$ cat src/rtl/billiard_pkg.sv
// Shared types and constants for the billiard hit-controller blocks.
package billiard_pkg;

    typedef enum logic [1:0] {
        IDLE,
        SINKING,
        SCORE,
        RESPAWN
    } pocket_state_t;

    localparam int MAX_SCORE = 99;
    localparam int PLAYER_W  = 1;

    // Score increment that holds at MAX_SCORE instead of wrapping.
    function automatic logic [6:0] sat_inc(input logic [6:0] s);
        logic [6:0] r;
        if (s >= 7'(MAX_SCORE)) begin
            r = 7'(MAX_SCORE);
        end else begin
            r = s + 7'd1;
        end
        return r;
    endfunction

endpackage

$ cat src/rtl/rise_detect.sv
// Rising-edge detector: rise is high for the first cycle that in is high.
module rise_detect (
    input  logic clk,
    input  logic resetN,
    input  logic in,
    output logic rise
);

    logic inD;

    // Delay the input by one cycle for comparison.
    always_ff @(posedge clk or negedge resetN) begin
        if (!resetN) begin
            inD <= 1'b0;
        end else begin
            inD <= in;
        end
    end

    assign rise = in & ~inD;

endmodule

$ cat src/rtl/pocket_event_manager.sv
// Turns pocketing events into a sink animation, a score update and a
// respawn handshake; tracks turn ownership and game over.
//
// state   | meaning
// --------+----------------------------------------------------------
// IDLE    | ball on table, waiting for a valid hole hit
// SINKING | ball hidden, sinkFrame advances once per video frame
// SCORE   | one cycle: credit current player, raise respawn request
// RESPAWN | hold respawnReq until the motion block acknowledges
module pocket_event_manager
    import billiard_pkg::*;
#(
    parameter int SINK_FRAMES = 8,
    parameter int WIN_SCORE   = 7,
    parameter int NUM_HOLES   = 6
) (
    input  logic                clk,
    input  logic                resetN,
    input  logic                startOfFrame,
    input  logic                holeHit,
    input  logic [2:0]          holeNumberHit,
    input  logic                turnEnd,
    input  logic                respawnAck,
    output logic                ballVisible,
    output logic [3:0]          sinkFrame,
    output logic                respawnReq,
    output logic [PLAYER_W-1:0] currentPlayer,
    output logic [6:0]          score0,
    output logic [6:0]          score1,
    output logic [2:0]          lastHole,
    output logic                gameOver
);

    localparam logic [3:0] LAST_FRAME = 4'(SINK_FRAMES - 1);

    pocket_state_t state;
    logic          hitRise;
    logic          potFlag;
    logic          holeValid;
    logic          reachWin;
    logic [6:0]    curScore;
    logic [6:0]    nextScore;

    rise_detect uHitRise (
        .clk    (clk),
        .resetN (resetN),
        .in     (holeHit),
        .rise   (hitRise)
    );

    // Hole range check and the score the current player would get if credited now.
    always_comb begin
        holeValid = ({29'd0, holeNumberHit} < 32'(NUM_HOLES));
        curScore  = (currentPlayer != '0) ? score1 : score0;
        nextScore = sat_inc(curScore);
        reachWin  = ({25'd0, nextScore} >= 32'(WIN_SCORE));
    end

    // Pocketing sequence, scoring and turn ownership with registered outputs.
    always_ff @(posedge clk or negedge resetN) begin
        if (!resetN) begin
            state         <= IDLE;
            ballVisible   <= 1'b1;
            sinkFrame     <= 4'd0;
            respawnReq    <= 1'b0;
            currentPlayer <= '0;
            score0        <= 7'd0;
            score1        <= 7'd0;
            lastHole      <= 3'd0;
            gameOver      <= 1'b0;
            potFlag       <= 1'b0;
        end else begin
            // A turnEnd landing on SCORE must not toggle: the pot just made
            // keeps the turn, and potFlag stays set for the next turnEnd.
            if (state == SCORE) begin
                potFlag <= 1'b1;
            end else if (turnEnd) begin
                if (!potFlag) begin
                    currentPlayer <= ~currentPlayer;
                end
                potFlag <= 1'b0;
            end

            case (state)
                IDLE: begin
                    if (hitRise && holeValid && !gameOver) begin
                        lastHole    <= holeNumberHit;
                        ballVisible <= 1'b0;
                        sinkFrame   <= 4'd0;
                        state       <= SINKING;
                    end
                end
                SINKING: begin
                    if (startOfFrame) begin
                        if (sinkFrame == LAST_FRAME) begin
                            state <= SCORE;
                        end else begin
                            sinkFrame <= sinkFrame + 4'd1;
                        end
                    end
                end
                SCORE: begin
                    if (currentPlayer != '0) begin
                        score1 <= nextScore;
                    end else begin
                        score0 <= nextScore;
                    end
                    if (reachWin) begin
                        gameOver <= 1'b1;
                    end
                    sinkFrame  <= 4'd0;
                    respawnReq <= 1'b1;
                    state      <= RESPAWN;
                end
                RESPAWN: begin
                    if (respawnAck) begin
                        respawnReq  <= 1'b0;
                        ballVisible <= 1'b1;
                        state       <= IDLE;
                    end
                end
                default: begin
                    state <= IDLE;
                end
            endcase
        end
    end

endmodule

$ cat config.mk
export PLATFORM = sky130hd
export DESIGN_NAME = pocket_event_manager
export DESIGN_NICKNAME = d
export VERILOG_FILES = /design/src/rtl/billiard_pkg.sv /design/src/rtl/rise_detect.sv /design/src/rtl/pocket_event_manager.sv
export SDC_FILE = /design/constraint.sdc
export NUM_CORES = 1
export LEC_CHECK = 0
export BUFFER_PORTS_ARGS = -buffer_cell sky130_fd_sc_hd__buf_4
export CAP_MARGIN = 20
export CORE_MARGIN = 3
export CORE_UTILIZATION = 54
export DETAILED_ROUTE_END_ITERATION = 7
export PLACE_DENSITY = 0.82
export SYNTH_ARGS = -nofsm -noshare
export SYNTH_HDL_FRONTEND = slang
export SYNTH_SLANG_ARGS = --single-unit
$ cat constraint.sdc
create_clock -name clk -period 2.9 [get_ports clk]
set_clock_uncertainty 0.15 [all_clocks]
set_input_delay 0.145 -clock clk [delete_from_list [all_inputs] [get_ports clk]]
set_output_delay 0.145 -clock clk [all_outputs]
set_load 0.05 [all_outputs]
-- After elaboration in Yosys (flattened, before gate mapping)
Index checks and enable logic that the tools add are counted.
- word-level logic and storage cells: 65
- flip-flop bits (word level): 29
- output and inout port bits: 25
- reduce and logical (&&, ||, !) cells: 17
- equality and inequality tests: 9
- bitwise gates (word level): 5
- add/sub/neg operators: 2
- order comparisons: 3
- multiplexer cells: 18
- operators with widths (kind ; count):
    $mux W7 ; 2
    $mux W4 ; 3
    $pmux W4 S3 ; 1
    $ne A2 B2 Y1 const B ; 5
    $reduce_and A2 Y1 ; 5
    $mux W2 ; 4
    $pmux W2 S4 ; 1
    $reduce_and A4 Y1 ; 2
    $add A7 B1 Y7 const B ; 1
    $ge A7 B3 Y1 const B ; 1
    $ge A7 B7 Y1 const B ; 1
    $reduce_and A3 Y1 ; 2
    $reduce_bool A2 Y1 ; 3
    $mux W1 ; 5
    $add A4 B1 Y4 const B ; 1
    $eq A2 B2 Y1 const B ; 2
    $eq A4 B3 Y1 const B ; 1
    $not A1 Y1 ; 4
    $pmux W1 S2 ; 2
    $lt A3 B3 Y1 const B ; 1
    $reduce_bool A3 Y1 ; 1
    $eq A2 B1 Y1 const B ; 1
    $logic_and A1 B1 Y1 ; 2
    $logic_not A2 Y1 ; 1
    other kinds (2) ; 2

-- Depth between registers and ports, before layout
Gate-level depths: netlist of run 1.
- depth in word-level cells: 6
- gate-level depth with buffers: 9
- depth with buffers taken out: 7

-- Cells and area by module
From an unflattened synthesis of run 1, not the netlist that was laid out.
- cell total of the unflattened synthesis: 158
- area, all modules: 1580.3 um^2
- modules (own cells, without submodules) (module ; cells an instance ; area each (um^2) ; times used):
    pocket_event_manager ; 156 ; 1541.5 ; 1
    rise_detect ; 2 ; 38.8 ; 1

-- Worst setup path before layout of run 1
Ideal clock, no wire load.
- path type: register to register
- start point: register currentPlayer
- end point: register gameOver
- setup time: 0.136 ns
- clock period less this slack: 2.618 ns
- stages on the path, launching flop included: 9
- data required time: 2.614 ns
- arrival: 2.332 ns
- path slack: 0.282 ns
- path through: dfrtp_1 > buf_6 > buf_12 > mux2_2 > ha_1 > nand3b_1 > o31a_1 > nor2_2 > a41oi_2
- cells in the longest elaborated chain, start to end: 5
- elaborated cells between the ends (all ways): 6
- those cells by class: add/sub (1); order compare (2); mux (2); reduce/logical (1)
- RTL lines (item ; line ; RTL):
    from (decl) ; pocket_event_manager.sv:27 ; output logic [PLAYER_W-1:0] currentPlayer,
    from (signal assigned) ; pocket_event_manager.sv:79 ; currentPlayer <= ~currentPlayer;
    $mux W7 * ; pocket_event_manager.sv:54 ; curScore = (currentPlayer != '0) ? score1 : score0;
    $add A7 B1 Y7 / $ge A7 B7 Y1 (equally long branches) ; billiard_pkg.sv:20, billiard_pkg.sv:17 ;
    $mux W7 * ; billiard_pkg.sv:17 ; if (s >= 7'(MAX_SCORE)) begin
    $ge A7 B3 Y1 * ; pocket_event_manager.sv:56 ; reachWin = ({25'd0, nextScore} >= 32'(WIN_SCORE));
    $reduce_and A2 Y1 (no line) * ; -- ;
    to (signal assigned) ; pocket_event_manager.sv:70 ; gameOver <= 1'b0;
    to (signal assigned) ; pocket_event_manager.sv:109 ; gameOver <= 1'b1;
    to (decl) ; pocket_event_manager.sv:31 ; output logic gameOver
Every way passes the cells marked *; elsewhere a longest branch is shown, timed or not.
A chain may end at the register's enable or synchronous reset.

-- Final worst setup path of run 1
Same ends and word-level chain as after synthesis.

==> out/metrics.sh, run 1 <==
MAX_SLEW_MARGIN_PCT=68.0
MAX-CLOCK-PATH-BUFFERS=2
SEQUENTIAL_CELL_AREA_UM2=727
FINAL_LAYOUT_SIZE_SUFFIX_GT1_SHARE_PCT=29.4
PORTBUFFERS=33
LAYOUT.FILLER_CELLS=211
CTS-BUFFERS-INSERTED=5
START_KIND='flip-flop'
CTS.SINKS=29
HTREEDEPTH=2
AVGSYNTHCELLAREA_UM2=10.1
SYNTH.NET_COUNT=175
INTERNAL_POWER_mW=1.10
REPORT.FINAL.SETUP_VIOL=0
AREA_OF_THE_MULTI_INPUT_GATES_UM2=826
REMAINING_DRC_ERRORS=0
GRT_ANTENNA_BEFORE_REPAIR=0
FINAL_CORE_UTIL_PCT=71.4
IRDROPWORSTVDD_V=0.000611
DPL-INSTANCE-AREA_UM2=1870
NETS=218
SYNTH_SEQUENTIAL_AREA_RATIO_PCT=44.8
YS.WARNINGS.COUNT=0
GRT_SETUP_UNREPAIRED='no'
WORSTSKEWPAIRLATENCY_NS=0.32
P_PER_AREA_nW_PER_UM2=1110
FMAX_MHz=435
DIE_WIDTH_UM=60.8
CORE_AREA_UM2=2810
GRT_MAX_DEGREE=30
FLOORPLAN.DIE.HEIGHT_UM=60.8
DR_TOTAL_VIAS=1352
SEQPWRFRAC_PCT=31.6
FINAL_ANTENNA_VIOLATING_NET_COUNT=0
SHARE_CLK_OF_TOTAL_POWER_PCT=11.3
DRTITER0DRC=76
POWER.SWITCHING_mW=1.12
TNS_NS=0
TIMING.HOLD.WORST_PATH_DEPTH=4
CLKTRANSATPATHREGS_NS=0.08
AREA_DELTA_SYNTH_FINAL_PCT=23.4
ROUTED_WIRE_LENGTH_PER_INSTANCE_UM=14.9
CTS_SETUP_BUFFERS=0
HOLD_VIOL_FINAL=0
CRITICAL_PATH.ENDPOINT_TYPE='flip-flop'
R2R_DEPTH=6
TIMING_WORST_SETUP_PATH_TYPE='reg -> reg'
SYN-INSTANCE-COUNT=160
STARTING_UTILIZATION_OF_THE_CORE_AREA_PCT=57.9
PLACEMENTROWS=19
FINALMAXSLEWVIOLATIONS=0
DP_HPWL_UM=2620
CTS_HOLD_REPAIR.BUFFERS=7
YOSYSUNIQUECELLTYPES=46
DESIGN.DIE.AREA_UM2=3700
RUN_STATUS='finished clean'
CLOCKROOTBUFFER='sky130_fd_sc_hd__clkbuf_4'
TOP_LIBRARY_CELLS_BY_USAGE_IN_THE_LAYOUT_FILL_AND_TAPS_ASIDE='sky130_fd_sc_hd__buf_4, sky130_fd_sc_hd__nand2_1, sky130_fd_sc_hd__dfrtp_1, sky130_fd_sc_hd__nor2_1, sky130_fd_sc_hd__o21ai_1'
MAXCAPVIOLATIONS=0
CRITICAL_PATH_ARRIVAL_NS=2.34
MOSTFREQUENTLAYOUTCELL='sky130_fd_sc_hd__buf_4'
FINAL_DESIGN_AREA_NO_FILL_UM2=2000
SYNTHFLOPTYPE='sky130_fd_sc_hd__dfrtp_1'
YS_FF_LATCH=29
SYNTH_ENABLE_FLOP_CELLS=0
GRT_USE_TOTAL_PCT=22.4
HP-CLASS='in -> reg'
PIN_COUNT=34
GRT_FIRST_PASS_WIRELENGTH_UM=6000
ANTENNA-DIODE-COUNT=0
CTS_TREE='yes'
PERIOD_SHARE_PCT=79.4
GR-TOTAL-OVERFLOW=0
MINIMUM_CLOCK_PERIOD_AFTER_LAYOUT_NS=2.30
PLACE_CONGESTION=0.933
LEAKAGEPOWER_nW=0.985
POWER.SHARE.COMBINATIONAL_PCT=57.0
FINALWIRELENGTH_UM=3500
CRITPATHREQUIREDTIME_NS=2.94
CTS_RESIZED=0
POSTSYNTH.ASYNCRESETSHARE_PCT=100
WORSTMARGINPINSLEW_NS=0.480
ROUTED_VIA_DENSITY=5.75
P_SW_SHARE_PCT=50.4
WORST-PATH-MAX-FANOUT=8
DRT_PRE_ANTENNA_ITERS=4
SYN_STD_CELL_AREA_UM2=1620
VIAS_IN_THE_FIRST_GLOBAL_ROUTE=1324
## power groups by stage
stage               combinational [mW]  sequential [mW]  clock, mW
finish                            1.27            0.704      0.252
global route                      1.37            0.728      0.281
CTS                               1.28            0.705      0.261
detailed placement                1.26            0.710          0
global placement                  1.22            0.700          0
floorplan                        0.618             1.05          0
## layout make-up
class / instances / area share [%]
multi-input combinational: 119 / 41.3
sequential: 29 / 36.3
timing repair buffer: 41 / 16.3
clock buffer: 8 / 2.94
tap: 31 / 1.94
inverter: 7 / 1.31
## cells by family (layout without fill, tap and decap cells)
logic type	Yosys count	after routing	share of synthesized area [%]
simple gates	59	59	18.8
compound gates	36	36	15.9
flops	29	29	44.8
mux	12	12	8.33
buf+inv	12	56	4.32
fa+ha+maj	6	6	4.63
xor+xnor	6	6	3.24
## path summary, 6_finish.rpt
| path | slack [ns] | from | end |
|---|---|---|---|
| max | 0.60 | currentPlayer | gameOver |
| min | 0.13 | startOfFrame | sinkFrame[1] |
| max reg2reg | 0.60 | currentPlayer | gameOver |
| min reg2reg | 0.34 | potFlag | potFlag |
| max in group asynchronous | 2.14 | resetN | ballVisible |
| min in group asynchronous | 0.14 | resetN | score1[2] |
## cell usage after synthesis, types with 2 or more instances
master                     count  share of area (%)
sky130_fd_sc_hd__o21ai_0       6                1.9
sky130_fd_sc_hd__o21ai_1       8                2.5
sky130_fd_sc_hd__nand2_1      29                6.7
sky130_fd_sc_hd__inv_1         7                1.6
sky130_fd_sc_hd__nor3_1        2               0.62
sky130_fd_sc_hd__a21o_1        2               0.92
sky130_fd_sc_hd__o22ai_1       3                1.2
sky130_fd_sc_hd__ha_1          6                4.6
sky130_fd_sc_hd__mux2_2        7                4.9
sky130_fd_sc_hd__dfrtp_1      28                 43
sky130_fd_sc_hd__xor2_1        4                2.2
sky130_fd_sc_hd__nand3b_1      2               0.92
sky130_fd_sc_hd__nand3_1       6                1.9
sky130_fd_sc_hd__clkbuf_1      2               0.46
sky130_fd_sc_hd__mux2i_1       3                1.9
sky130_fd_sc_hd__xnor2_1       2                1.1
sky130_fd_sc_hd__a21oi_1       5                1.5
sky130_fd_sc_hd__nor2_1        8                1.9
sky130_fd_sc_hd__nand4b_1      2                1.1
sky130_fd_sc_hd__nand2b_1      2               0.77
## through the flow
stage / power, mW / instances / hold WS, ns / setup slack [ns]
5_1_grt: 2.38 / 235 / 0.153 / 0.480
3_3_place_gp: 1.92 / 220 / -0.0663 / 0.719
4_1_cts: 2.24 / 235 / 0.117 / 0.605
6_report: 2.23 / 235 / 0.135 / 0.599
2_1_floorplan: 1.66 / 160 / -0.301 / 0.282
3_5_place_dp: 1.97 / 220 / -0.0600 / 0.617
## critical path, stage by stage (launching register included)
cell	delay (ns)
sky130_fd_sc_hd__dfrtp_1	0.50
sky130_fd_sc_hd__mux2_2	0.38
sky130_fd_sc_hd__ha_1	0.24
sky130_fd_sc_hd__nand3b_1	0.23
sky130_fd_sc_hd__o31a_1	0.36
sky130_fd_sc_hd__nor2_2	0.18
sky130_fd_sc_hd__a41oi_2	0.13
## flip-flops by register name (all words and copies together) (netlist names)
name           cells
currentPlayer      1
sinkFrame          4
lastHole           3
ballVisible        1
potFlag            1
score0             7
gameOver           1
state              2
score1             7
respawnReq         1
uHitRise.inD       1
## layer usage
layer	vias to the layer above	global-route usage [%]	routed length (µm)
met3	7	5.74	172
met1	650	25.9	1470
met5	-	0	0
met2	43	39.2	1790
li1	652	-	-
met4	0	9.29	70
No activity file was read; power rests on OpenSTA's default activity.
==> inputs of run 2 (changes only) <==
==> constraint.sdc (replaced) <==
create_clock -name clk -period 2.39 [get_ports clk]
set_clock_uncertainty 0.15 [all_clocks]
set_input_delay 0.1195 -clock clk [delete_from_list [all_inputs] [get_ports clk]]
set_output_delay 0.1195 -clock clk [all_outputs]
set_load 0.05 [all_outputs]
==> out/metrics.sh, run 2 (same netlist as run 1, synthesis figures left out) <==
RUN_STATUS='finished clean'
GRT_FIRST_PASS_WIRELENGTH_UM=6190  # +3.2%
REMAINING_DRC_ERRORS=0  # unchanged
GRT_USE_TOTAL_PCT=23.0  # +0.54 points
ANTENNA-DIODE-COUNT=0  # unchanged
STARTING_UTILIZATION_OF_THE_CORE_AREA_PCT=57.9  # unchanged
P_PER_AREA_nW_PER_UM2=1390  # +25%
TOP_LIBRARY_CELLS_BY_USAGE_IN_THE_LAYOUT_FILL_AND_TAPS_ASIDE='sky130_fd_sc_hd__buf_4, sky130_fd_sc_hd__nand2_1, sky130_fd_sc_hd__dfrtp_1, sky130_fd_sc_hd__nor2_1, sky130_fd_sc_hd__o21ai_1'
LEAKAGEPOWER_nW=1.00  # +1.5%
DP_HPWL_UM=2620  # -0.28%
PIN_COUNT=34  # unchanged
GRT_MAX_DEGREE=30  # unchanged
DIE_WIDTH_UM=60.8  # unchanged
FINAL_ANTENNA_VIOLATING_NET_COUNT=0  # unchanged
CRITICAL_PATH.REG2REG.ENDPOINT='gameOver'
MINIMUM_CLOCK_PERIOD_AFTER_LAYOUT_NS=2.14  # -0.160 ns
CRITPATHREQUIREDTIME_NS=2.45  # -0.49 ns
TNS_NS=0  # unchanged
FLOORPLAN.DIE.HEIGHT_UM=60.8  # unchanged
MAXCAPVIOLATIONS=0  # unchanged
GLOBALROUTEMET3UTIL_PCT=8.09  # +2.3 points
REG.LARGEST.LIST='score0 (7), score1 (7), sinkFrame (4)'
WORST-PATH-MAX-FANOUT=7  # -1
CRITICAL_PATH.ENDPOINT_TYPE='flip-flop'
DELAY_CONTRIBUTED_BY_THE_SLOWEST_STAGE_OF_THE_CRITICAL_PATH_NS=0.47  # -0.03 ns
WORSTMARGINPINSLEW_NS=0.504  # +0.0239 ns
PLACEMENTROWS=19  # unchanged
DR_TOTAL_VIAS=1367  # +1.1%
MOSTFREQUENTLAYOUTCELL='sky130_fd_sc_hd__buf_4'
CRIT_SLOWEST_CELL='sky130_fd_sc_hd__dfrtp_2'
GR-USAGE-MET1_PCT=27.6  # +1.7 points
CTS_TREE='yes'
MAX-CLOCK-PATH-BUFFERS=2  # unchanged
GRT_ANTENNA_BEFORE_REPAIR=0  # unchanged
HP-CLASS='in -> async'
MAX_SLEW_MARGIN_PCT=66.4  # -1.6 points
TIMING_WORST_SETUP_PATH_TYPE='reg -> reg'
FINALWIRELENGTH_UM=3510  # +0.49%
ROUTED_WIRE_LENGTH_PER_INSTANCE_UM=15.0  # +0.49%
STDCELL_COUNT=235  # unchanged
PLACEDCELLCOUNT=220  # unchanged
CTS.SINKS=29  # unchanged
PORTBUFFERS=33  # unchanged
AREA_DELTA_SYNTH_FINAL_PCT=26.1
HOLD_VIOL_FINAL=0  # unchanged
DRTITER0DRC=83  # +9.2%
NETS=218  # unchanged
GR-TOTAL-OVERFLOW=0  # unchanged
WORST_SLACK_NS=0.249  # -0.350 ns
FINALMAXSLEWVIOLATIONS=0  # unchanged
DRT_PRE_ANTENNA_ITERS=6  # +2
CRITICAL_PATH.CELL_CHAIN='mux2_1 -> ha_4 -> nand3b_1 -> o31a_1 -> nor2_2 -> a41oi_2'
GRT_MOST_USED_LAYER='met2'
FINAL_LAYOUT_SIZE_SUFFIX_GT1_SHARE_PCT=30.9  # +1.5 points
HTREEDEPTH=2  # unchanged
FINAL.HOLD.WORST_SLACK_NS=0.0810  # -0.0538 ns
DPL-INSTANCE-AREA_UM2=1890  # +0.93%
FMAX_MHz=467  # +7.5%
REPORT.FINAL.SETUP_VIOL=0  # unchanged
CRITICAL_PATH_ARRIVAL_NS=2.20  # -0.14 ns
IRDROPWORSTVDD_V=0.000878  # +44%
START_KIND='flip-flop'
R2R_START='currentPlayer'
GRT_SETUP_UNREPAIRED='no'
VIAS_IN_THE_FIRST_GLOBAL_ROUTE=1390  # +5.0%
FINAL_DESIGN_AREA_NO_FILL_UM2=2050  # +2.2%
CTS_SETUP_BUFFERS=0  # unchanged
R2R_DEPTH=6  # unchanged
GRT_USE_MET2_PCT=37.9  # -1.4 points
CORE_AREA_UM2=2810  # unchanged
PERIOD_SHARE_PCT=89.6  # +10 points
PLACE_CONGESTION=0.950  # +1.9%
DESIGN.DIE.AREA_UM2=3700  # unchanged
POST-PLACE-WS_NS=0.275  # -0.342 ns
ROUTED_VIA_DENSITY=5.82  # +1.1%
CLKTRANSATPATHREGS_NS=0.09  # about the same
WORST-R2R-SETUP-SLACK_NS=0.25  # -0.35 ns
CLOCKROOTBUFFER='sky130_fd_sc_hd__clkbuf_4'
WORSTSKEWPAIRLATENCY_NS=0.33  # about the same
CTS-BUFFERS-INSERTED=5  # unchanged
==> run 2: cell count changes in the layout (fill, tap and decap cells not counted), sizes merged <==
cell    change
bufinv      +1
clkbuf      -1
==> run 2: what timing repair did <==
action                                 in CTS  in global routing
resized for setup                           0                  0
hold buffers                                7                  0
endpoints found under the hold margin      36                  0
==> run 2: layer usage <==
layer,up-vias,wire length [µm]
li1,651,-
met1,668,1500
met2,39,1790
met3,9,176
met4,0,55
met5,-,0
==> run 2: layout make-up <==
type                       instances  area, µm²
sequential                        29        728
inverter                           7       26.3
clock inverter                     1       30.0
timing repair buffer              41        325
tap                               31       38.8
multi-input combinational        119        842
fill                             206        759
clock buffer                       7       55.1
==> run 2: critical path: cells and delay by family, from the launching register on <==
family | cells | cell delay (ns)
fa+ha+maj | 1 | 0.19
mux | 1 | 0.38
flops | 1 | 0.47
simple gates | 2 | 0.36
compound gates | 2 | 0.48
==> run 2: power breakdown <==
part	total (mW)	internal, mW	leakage (nW)	switching [mW]
clock	0.421	0.250	0.0455	0.171
combinational	1.57	0.563	0.587	1.01
sequential	0.853	0.661	0.368	0.193
==> run 2: worst max-delay path by stage <==
stage               cells past startpoint     startpoint  slack [ns]         to
floorplan                               8  currentPlayer        0.04  score0[0]
global placement                        6  currentPlayer        0.33   gameOver
detailed placement                      6  currentPlayer        0.27   gameOver
CTS                                     6  currentPlayer        0.26   gameOver
global route                            6  currentPlayer        0.14   gameOver
finish                                  6  currentPlayer        0.25   gameOver
==> run 2: stage by stage <==
step / power, mW / utilization [%]
floorplan: 2.06 / -
global placement: 2.37 / 67.4
detailed placement: 2.43 / 67.4
CTS: 2.86 / 72.9
global route: 3.06 / 72.9
finish: 2.85 / 72.9
